===== src/rtl/wishbone_ram_responder_if.sv =====
// Wishbone B4 bus bundle between an initiator and the RAM responder.
// Signal names keep the responder-side _i/_o suffixes of the classic Wishbone pinout.
interface wishbone_ram_responder_if #(
    parameter int ADDRESS_WIDTH = 16,
    parameter int DATA_WIDTH    = 8,
    parameter int DATA_BYTES    = 1
);
    logic [ADDRESS_WIDTH-1:0] adr_i;
    logic [DATA_WIDTH-1:0]    dat_i;
    logic [DATA_WIDTH-1:0]    dat_o;
    logic                     we_i;
    logic [DATA_BYTES-1:0]    sel_i;
    logic                     stb_i;
    logic                     cyc_i;
    logic [2:0]               cti_i;
    logic                     ack_o;
    logic                     err_o;

    modport master (
        output adr_i, dat_i, we_i, sel_i, stb_i, cyc_i, cti_i,
        input  dat_o, ack_o, err_o
    );

    modport slave (
        input  adr_i, dat_i, we_i, sel_i, stb_i, cyc_i, cti_i,
        output dat_o, ack_o, err_o
    );
endinterface


===== src/rtl/wishbone_ram_responder.sv =====
// Wishbone B4 responder backed by a register-file RAM: classic cycles, incrementing
// bursts, programmable first-beat wait states and ERR outside the address window.
module wishbone_ram_responder_lane #(
    parameter int W = 8
) (
    input  logic [W-1:0] old_q,
    input  logic [W-1:0] wr,
    input  logic         en,
    output logic [W-1:0] merged
);
    assign merged = en ? wr : old_q;
endmodule

module wishbone_ram_responder #(
    parameter int                 ADDRESS_WIDTH = 16,
    parameter int                 DATA_WIDTH    = 8,
    parameter int                 DATA_BYTES    = 1,
    parameter int                 DEPTH_LOG2    = 4,
    parameter logic [ADDRESS_WIDTH-1:0] BASE_ADDRESS = '0,
    parameter int                 WAIT_STATES   = 1
) (
    input  logic                    clk_i,
    input  logic                    rst_ni,
    wishbone_ram_responder_if.slave bus
);
    localparam int WORDS  = 1 << DEPTH_LOG2;
    localparam int LANE_W = DATA_WIDTH / DATA_BYTES;
    localparam logic [3:0] WS4 = 4'(WAIT_STATES);

    if (WAIT_STATES < 0 || WAIT_STATES > 15) begin : g_cfg_err
        $error("WAIT_STATES must be in 0..15");
    end

    typedef enum logic [1:0] {S_IDLE, S_WAIT, S_ACK, S_ERR} state_t;

    state_t state, state_nxt;
    logic [3:0] cnt, cnt_nxt;
    logic [WORDS-1:0][DATA_WIDTH-1:0] mem;

    logic                  active, hit, ack_q, err_q, ack, err;
    logic [DEPTH_LOG2-1:0] idx;
    logic [DATA_BYTES-1:0][LANE_W-1:0] cur_word, wr_word, new_word;

    assign active = bus.cyc_i & bus.stb_i;
    assign hit    = bus.adr_i[ADDRESS_WIDTH-1:DEPTH_LOG2] == BASE_ADDRESS[ADDRESS_WIDTH-1:DEPTH_LOG2];
    assign idx    = bus.adr_i[DEPTH_LOG2-1:0];

    // Burst beats are acked without a new decode cycle, so hit is checked live in ACK:
    // a beat that steps out of the window terminates with ERR instead of wrapping.
    assign ack_q = (state == S_ACK) & hit;
    assign err_q = (state == S_ERR) | ((state == S_ACK) & ~hit);
    assign ack   = ack_q & active;
    assign err   = err_q & active;

    assign bus.ack_o = ack;
    assign bus.err_o = err;
    assign bus.dat_o = ack ? mem[idx] : '0;

    always_comb begin
        state_nxt = state;
        cnt_nxt   = cnt;
        unique case (state)
            S_IDLE: if (active) begin
                if (!hit)                  state_nxt = S_ERR;
                else if (WAIT_STATES == 0) state_nxt = S_ACK;
                else begin
                    cnt_nxt   = WS4;
                    state_nxt = S_WAIT;
                end
            end
            S_WAIT: begin
                if (!active) begin
                    cnt_nxt   = '0;
                    state_nxt = S_IDLE;
                end else if (cnt <= 4'd1) begin
                    cnt_nxt   = '0;
                    state_nxt = S_ACK;
                end else begin
                    cnt_nxt = cnt - 4'd1;
                end
            end
            S_ACK: begin
                if (!active || !hit)          state_nxt = S_IDLE;
                else if (bus.cti_i == 3'b010) state_nxt = S_ACK;
                else                          state_nxt = S_IDLE;
            end
            S_ERR:   state_nxt = S_IDLE;
            default: state_nxt = S_IDLE;
        endcase
    end

    always_ff @(posedge clk_i or negedge rst_ni) begin
        if (!rst_ni) begin
            state <= S_IDLE;
            cnt   <= '0;
        end else begin
            state <= state_nxt;
            cnt   <= cnt_nxt;
        end
    end

    assign cur_word = mem[idx];
    assign wr_word  = bus.dat_i;

    for (genvar k = 0; k < DATA_BYTES; k++) begin : g_lane
        wishbone_ram_responder_lane #(.W(LANE_W)) u_lane (
            .old_q  (cur_word[k]),
            .wr     (wr_word[k]),
            .en     (bus.sel_i[k]),
            .merged (new_word[k])
        );
    end

    always_ff @(posedge clk_i or negedge rst_ni) begin
        if (!rst_ni)             mem      <= '0;
        else if (ack && bus.we_i) mem[idx] <= new_word;
    end
endmodule


===== src/flat_wrapper.sv =====
// flat-port wrapper written by rule: the top's interface ports become plain ports
module wishbone_ram_responder_flat 
#(
    parameter int                 ADDRESS_WIDTH = 16,
    parameter int                 DATA_WIDTH    = 8,
    parameter int                 DATA_BYTES    = 1,
    parameter int                 DEPTH_LOG2    = 4,
    parameter logic [ADDRESS_WIDTH-1:0] BASE_ADDRESS = '0,
    parameter int                 WAIT_STATES   = 1
)
  (clk_i, rst_ni, bus_adr_i, bus_dat_i, bus_we_i, bus_sel_i, bus_stb_i, bus_cyc_i, bus_cti_i, bus_dat_o, bus_ack_o, bus_err_o);
  wishbone_ram_responder_if #(.ADDRESS_WIDTH(ADDRESS_WIDTH), .DATA_WIDTH(DATA_WIDTH), .DATA_BYTES(DATA_BYTES)) bus_i ();
  input  logic clk_i;
  input  logic rst_ni;
  input wire logic [$bits(bus_i.adr_i)-1:0] bus_adr_i;
  input wire logic [$bits(bus_i.dat_i)-1:0] bus_dat_i;
  input wire logic [$bits(bus_i.we_i)-1:0] bus_we_i;
  input wire logic [$bits(bus_i.sel_i)-1:0] bus_sel_i;
  input wire logic [$bits(bus_i.stb_i)-1:0] bus_stb_i;
  input wire logic [$bits(bus_i.cyc_i)-1:0] bus_cyc_i;
  input wire logic [$bits(bus_i.cti_i)-1:0] bus_cti_i;
  output wire logic [$bits(bus_i.dat_o)-1:0] bus_dat_o;
  output wire logic [$bits(bus_i.ack_o)-1:0] bus_ack_o;
  output wire logic [$bits(bus_i.err_o)-1:0] bus_err_o;
  assign bus_i.adr_i = bus_adr_i;
  assign bus_i.dat_i = bus_dat_i;
  assign bus_i.we_i = bus_we_i;
  assign bus_i.sel_i = bus_sel_i;
  assign bus_i.stb_i = bus_stb_i;
  assign bus_i.cyc_i = bus_cyc_i;
  assign bus_i.cti_i = bus_cti_i;
  assign bus_dat_o = bus_i.dat_o;
  assign bus_ack_o = bus_i.ack_o;
  assign bus_err_o = bus_i.err_o;
  wishbone_ram_responder #(.ADDRESS_WIDTH(ADDRESS_WIDTH), .DATA_WIDTH(DATA_WIDTH), .DATA_BYTES(DATA_BYTES), .DEPTH_LOG2(DEPTH_LOG2), .BASE_ADDRESS(BASE_ADDRESS), .WAIT_STATES(WAIT_STATES)) u_core (.clk_i(clk_i), .rst_ni(rst_ni), .bus(bus_i));
endmodule

===== config.mk =====
export PLATFORM = sky130hd
export DESIGN_NAME = wishbone_ram_responder_flat
export DESIGN_NICKNAME = d
export VERILOG_FILES = /design/src/rtl/wishbone_ram_responder_if.sv /design/src/rtl/wishbone_ram_responder.sv /design/src/flat_wrapper.sv
export SDC_FILE = /design/constraint.sdc
export NUM_CORES = 1
export LEC_CHECK = 0
export ABC_AREA = 0
export CELL_PAD_IN_SITES_DETAIL_PLACEMENT = 2
export CELL_PAD_IN_SITES_GLOBAL_PLACEMENT = 2
export CORE_UTILIZATION = 34
export CTS_BUF_LIST = sky130_fd_sc_hd__clkbuf_8
export DETAILED_ROUTE_END_ITERATION = 6
export GPL_TIMING_DRIVEN = 1
export PLACE_DENSITY = 0.76
export SLEW_MARGIN = 20
export SYNTH_ARGS = -nofsm -noshare
export SYNTH_HDL_FRONTEND = slang
export SYNTH_HIERARCHICAL = 1
export SYNTH_SLANG_ARGS = --single-unit
export TNS_END_PERCENT = 20

===== constraint.sdc =====
create_clock -name clk_i -period 2.8 [get_ports clk_i]
set_input_delay 0.42 -clock clk_i [delete_from_list [all_inputs] [get_ports clk_i]]
set_output_delay 0.42 -clock clk_i [all_outputs]
set_load 0.005 [all_outputs]

# Word level (Yosys, flattened, before mapping)
# Index checks and enable logic that the tools add are counted.
[word_totals] ff_bits=134 input_bits=33 out_inout_bits=10 wordCells=65
[classes] add_sub_neg=1 order_cmp=3 eq_ne=7 n_mux=19 bitwise=7 n_reduce_logical=10
[ops] operator="$bwmux 128" count=1
[ops] operator="$bmux 8 s4" count=1
[ops] operator="$demux 8 s4" count=1
[ops] operator="$mux 8" count=4
[ops] operator="$mux 4" count=4
[ops] operator="$logic_not 12->1" count=1
[ops] operator="$mux 2" count=6
[ops] operator="$pmux 2 s4" count=1
[ops] operator="$pmux 4 s2" count=1
[ops] operator="$and 1x1->1" count=5
[ops] operator="$lt 4x5->1 const B" count=1
[ops] operator="$eq 2x2->1 const B" count=2
[ops] operator="$ge 4x1->1 const B" count=1
[ops] operator="$le 4x1->1 const B" count=1
[ops] operator="$ne 2x1->1 const B" count=2
[ops] operator="$sub 4x1->4 const B" count=1
[ops] operator="$eq 3x2->1 const B" count=1
[ops] operator="$ne 3x3->1 const B" count=1
[ops] operator="$reduce_and 3->1" count=1
[ops] operator="$eq 2x1->1 const B" count=1
[ops] operator="$logic_and 1x1->1" count=2
[ops] operator="$logic_not 1->1" count=2
[ops] operator="$logic_not 2->1" count=1
[ops] operator="$reduce_and 2->1" count=1
[ops] operator="4 further kinds" count=4

# Logic depth before layout (Yosys ltp)
[logic_depth] ltp_word=5 depth_mapped=8 depth_no_buf=6

# Modules after synthesis
# Netlist, hierarchy kept.
[modules_own_cells] mod="wishbone_ram_responder" n_inst=1 cells_each=420 area_each_um2=6461.2 seq_area_each_um2=3353.2
[modules_own_cells] mod="wishbone_ram_responder_lane" n_inst=1 cells_each=9 area_each_um2=131.4 seq_area_each_um2=0.0

# Worst setup path after synthesis
# Ideal clock, no wire load.
[synth_timing] path_kind="input to register" startpoint="input bus_adr_i[0]" endpoint="register u_core/mem[59] (netlist bit)" setup_ns=0.128 arrival_ns=2.847 t_required_ns=2.672 path_slack_ns=-0.175 cell_stages=8 n_path_buf=3 path_cell_list="clkbuf_1 buf_1 mux4_2 mux2i_1 mux2i_1 mux2_4 clkbuf_1 mux2_1"
[synth_lines] element="from (decl)" line="flat_wrapper.sv:15" rtl="input wire logic [$bits(bus_i.adr_i)-1:0] bus_adr_i;"
[synth_lines] element="to (signal, indexed assignment)" line="wishbone_ram_responder.sv:116" rtl="else if (ack && bus.we_i) mem[idx] <= new_word;"
[synth_lines] element="to (decl)" line="wishbone_ram_responder.sv:38" rtl="logic [WORDS-1:0][DATA_WIDTH-1:0] mem;"

# Worst setup path in the final report
[layout_timing] startpoint="input bus_adr_i[5]" endpoint="output bus_dat_o[3]"
[layout_via] elab_chain_cells=4
[layout_rtl] element="$logic_not 12->1" line="wishbone_ram_responder.sv:45" rtl="assign hit = bus.adr_i[ADDRESS_WIDTH-1:DEPTH_LOG2] == BASE_ADDRESS[ADDRESS_WIDTH-1:DEPTH_LOG2];"
[layout_rtl] element="$and 1x1->1" line="wishbone_ram_responder.sv:50" rtl="assign ack_q = (state == S_ACK) & hit;"
[layout_rtl] element="$and 1x1->1" line="wishbone_ram_responder.sv:52" rtl="assign ack = ack_q & active;"
[layout_rtl] element="$mux 8" line="wishbone_ram_responder.sv:57" rtl="assign bus.dat_o = ack ? mem[idx] : '0;"
[layout_rtl] element="to (decl)" line="flat_wrapper.sv:22" rtl="output wire logic [$bits(bus_i.dat_o)-1:0] bus_dat_o;"
# Every way passes these cells.

==> impl_results.md <==
- Critical path peak fanout: 6
- Hold Crit Class: input pin to async pin
- Main combinational cell family by area after synthesis: multiplexers
- Total congestion overflow: 0
- Setup ws final: 0.08177 ns
- # DRC: 0
- FMAX: 367.9 MHz
- Clk_lat worst skew: 0.47 ns
- Count of final hold-check violations: 0
- DR WL/cell: 23.92 microns
- DP HPWL: 13.14 mm
- Routed via count: 4,227
- Ant diodes: 0
- CP Capture Type: output port
- Max Cap Violations: 0
- Post-synth EDFFs: 0
- Synth Area in Simple Gates: 6.662%
- Post-Synth Adder-Cell Area: 0.3796%
- Synth Area per Inst: 15.37 sq um
- Post-synthesis cell area: 6593 sq um
- Tightest Pin Transition: 0.7485 ns
- #FFs+latches synth: 134
- Setup violations, final: 0
- # nets final: 567
- Most frequent cells in the layout: dfrtp_1 (134), mux2_2 (123), buf_4 (56)
- GP Congestion: 0.7626
- Die width: 141.2 microns
- Core Util, Final: 44.40%
- Pin count of the biggest net entering global routing: 57
- Fillers: 1,810
- Die area: 19,950 sq um
- Peak supply drop: 0.0003223 V
- CTS tree: done
- I/O Buffers: 42
- Ys flop type: dfrtp_1
- All-Layer GR Usage: 21.03%
- Type of the worst setup path: input pin to output port
- Post-route antenna net violation count: 0
- Initial Util: 35.01%
- Post-Synth XOR/XNOR Area: 0.1329%
- Leak Pwr: 0.003981 uW
- RSZ-0062 raised after global routing: false
- Multi-input gate area: 3249 sq um
- Num rows: 50
- Power Density: 468.6 nW/um^2
- Fraction of layout cells with a size suffix above 1: 55.23%
- Mux cell area share after synthesis: 38.26%
- Clock-pin slew on the worst setup and hold paths: 0.08 ns
- Status: complete, no violations
- Clock Tree Root: clkbuf_8
- CP top delay family: simple AND/OR/NAND/NOR gates
- Final WL: 19.25 mm
- Clock Skews: 0.01240 ns
- Req. time, crit path: 2.38 ns
- DRT iter0 DRCs: 182
- Vias in the first global route: 5,032
- Slew Limit Headroom: 50.10%
- Synthesis-to-layout area growth: 26.82%
- CP Cell Sequence: dlygate4sd2_1 -> or4_4 -> nor4_4 -> buf_4 -> buf_12 -> nand2_8 -> buf_6 -> o22ai_2 -> buf_2
- Commonest non-fill, non-tap cell in the layout: dfrtp_1
- Fin crit period: 2.718 ns
- Crit path max-delay cell type: or4_4
- Core footprint: 18,830 sq um
- Synth warnings: 6
- Largest incremental delay on the critical path: 0.56 ns
- Slew Limit Fails: 0
- Initial antenna violation count: 0
- FF+latch area: 3353 sq um
- Netlist cell types: 36
- Arr. time, crit path: 2.30 ns
- Clock tree buffer depth: 2
- Die Y: 141.2 microns
- First-pass GRT wire length: 30.22 mm
- Final Cycle Share: 97.08%
- Pre-CTS setup slack: -0.7493 ns
- Mapped Cells: 429
- CTS Buf Count: 17
- Clock sink count: 134
- Drt pass-1 iters: 4
- DR vias/cell: 5.251
- H-tree depth: 4
- Syn nets: 464
- Post-synthesis compound-gate area fraction: 1.765%
- Synth async-reset ratio: 100.0%
- Boundary pin count: 43
- Critical path buffers and inverters: 5
- CP Launch Type: input pin
- Post-synthesis sequential area ratio: 50.86%
cell usage after synthesis, types with 2 or more instances:
cell type / instances / area, sq um
dfrtp_1: 134 / 3353
inv_1: 3 / 11.26
nor2b_1: 4 / 25.02
mux4_2: 32 / 720.7
nor3b_1: 3 / 22.52
a21oi_1: 3 / 15.01
o22ai_1: 8 / 50.05
nor2_1: 5 / 18.77
clkbuf_1: 17 / 63.81
mux2i_1: 24 / 240.2
or4_1: 4 / 30.03
nand4_1: 9 / 56.30
nor4_4: 8 / 170.2
nor3_1: 3 / 15.01
nand2_1: 4 / 15.01
nor4_1: 3 / 18.77
nand2b_1: 4 / 25.02
o2bb2ai_1: 2 / 17.52
ha_1: 2 / 25.02
mux2_4: 8 / 120.1
mux2_1: 5 / 56.30
buf_1: 8 / 30.03
mux2_2: 123 / 1385
final cells by class:
class / count / share of cell area (%)
clock buffer: 18 / 2.963
timing repair buffer: 111 / 12.20
multi-input combinational: 264 / 38.87
sequential: 134 / 40.11
inverter: 4 / 0.1796
clock inverter: 14 / 1.796
tap: 260 / 3.891
logic make-up (layout without fill, tap and decap cells):
group / Yosys count / count (layout)
multiplexers: 192 / 192
flip-flops: 134 / 134
AND/OR/NAND/NOR: 52 / 52
buffers and inverters: 31 / 147
AO/OA/AOI/OAI: 17 / 17
adder cells (fa/ha/maj): 2 / 2
XOR/XNOR: 1 / 1
final timing paths:
check / cells past startpoint / slack (ns) / endpoint / from
hold / removal: 1 / 0.002 / u_core/mem[99]$_DFFE_PN0P_ / rst_ni
hold reg to reg: 1 / 0.50 / u_core/mem[59]$_DFFE_PN0P_ / u_core/mem[59]$_DFFE_PN0P_
setup reg to reg: 7 / 0.33 / u_core/mem[118]$_DFFE_PN0P_ / u_core/state[0]$_DFFE_PN0P_
setup / recovery: 9 / 0.08 / bus_dat_o[3] / bus_adr_i[5]
min in group clk_i: 1 / 0.50 / u_core/mem[59]$_DFFE_PN0P_ / u_core/mem[59]$_DFFE_PN0P_
max in group asynchronous: 2 / 1.99 / u_core/mem[94]$_DFFE_PN0P_ / rst_ni
power breakdown:
part / switching (uW) / total [uW] / internal (uW)
Combinational: 189 / 320 / 131
Sequential: 11.5 / 1960 / 1940
Clock: 823 / 1640 / 820
Total: 1020 / 3920 / 2890
layer usage:
metal / vias up / routed length, microns / track usage [%]
met5: - / 0 / 0
met4: 0 / 439 / 8.696
met3: 30 / 679 / 4.925
met2: 75 / 10250 / 37.10
met1: 2286 / 7887 / 24.52
li1: 1836 / - / -
sequential cells by signal, indices dropped and copies added (netlist names):
signal,flops
u_core/mem,128
u_core/cnt,4
u_core/state,2
what timing repair did:
action	CTS	global route
setup buffers	4	1
setup endpoints to repair	74	43
pin swaps	10	5
hold buffers	0	0
gates resized for setup	65	10
metrics by stage:
stage                     TNS (ns)  hold WS (ns)  total power, uW  area [sq um]  instances
after floorplan                  0        0.1244             2144          6596        429
after global placement      -37.43        0.4628             2294          7796        770
after detailed placement    -41.98        0.4834             2313          7796        770
after CTS                 -0.06972      0.005717             3980          8317        804
after global routing             0       0.02557             4070          8361        805
final                            0      0.001950             3918          8361        805
worst reg2reg max path, cell delays in order (launching register included):
cell,delay [ns]
dfrtp_1,0.39
nand4b_1,0.19
buf_6,0.15
or4_1,0.57
buf_6,0.20
nor4_4,0.30
buf_4,0.21
mux2_2,0.35
(Power assumes the default switching activity.)
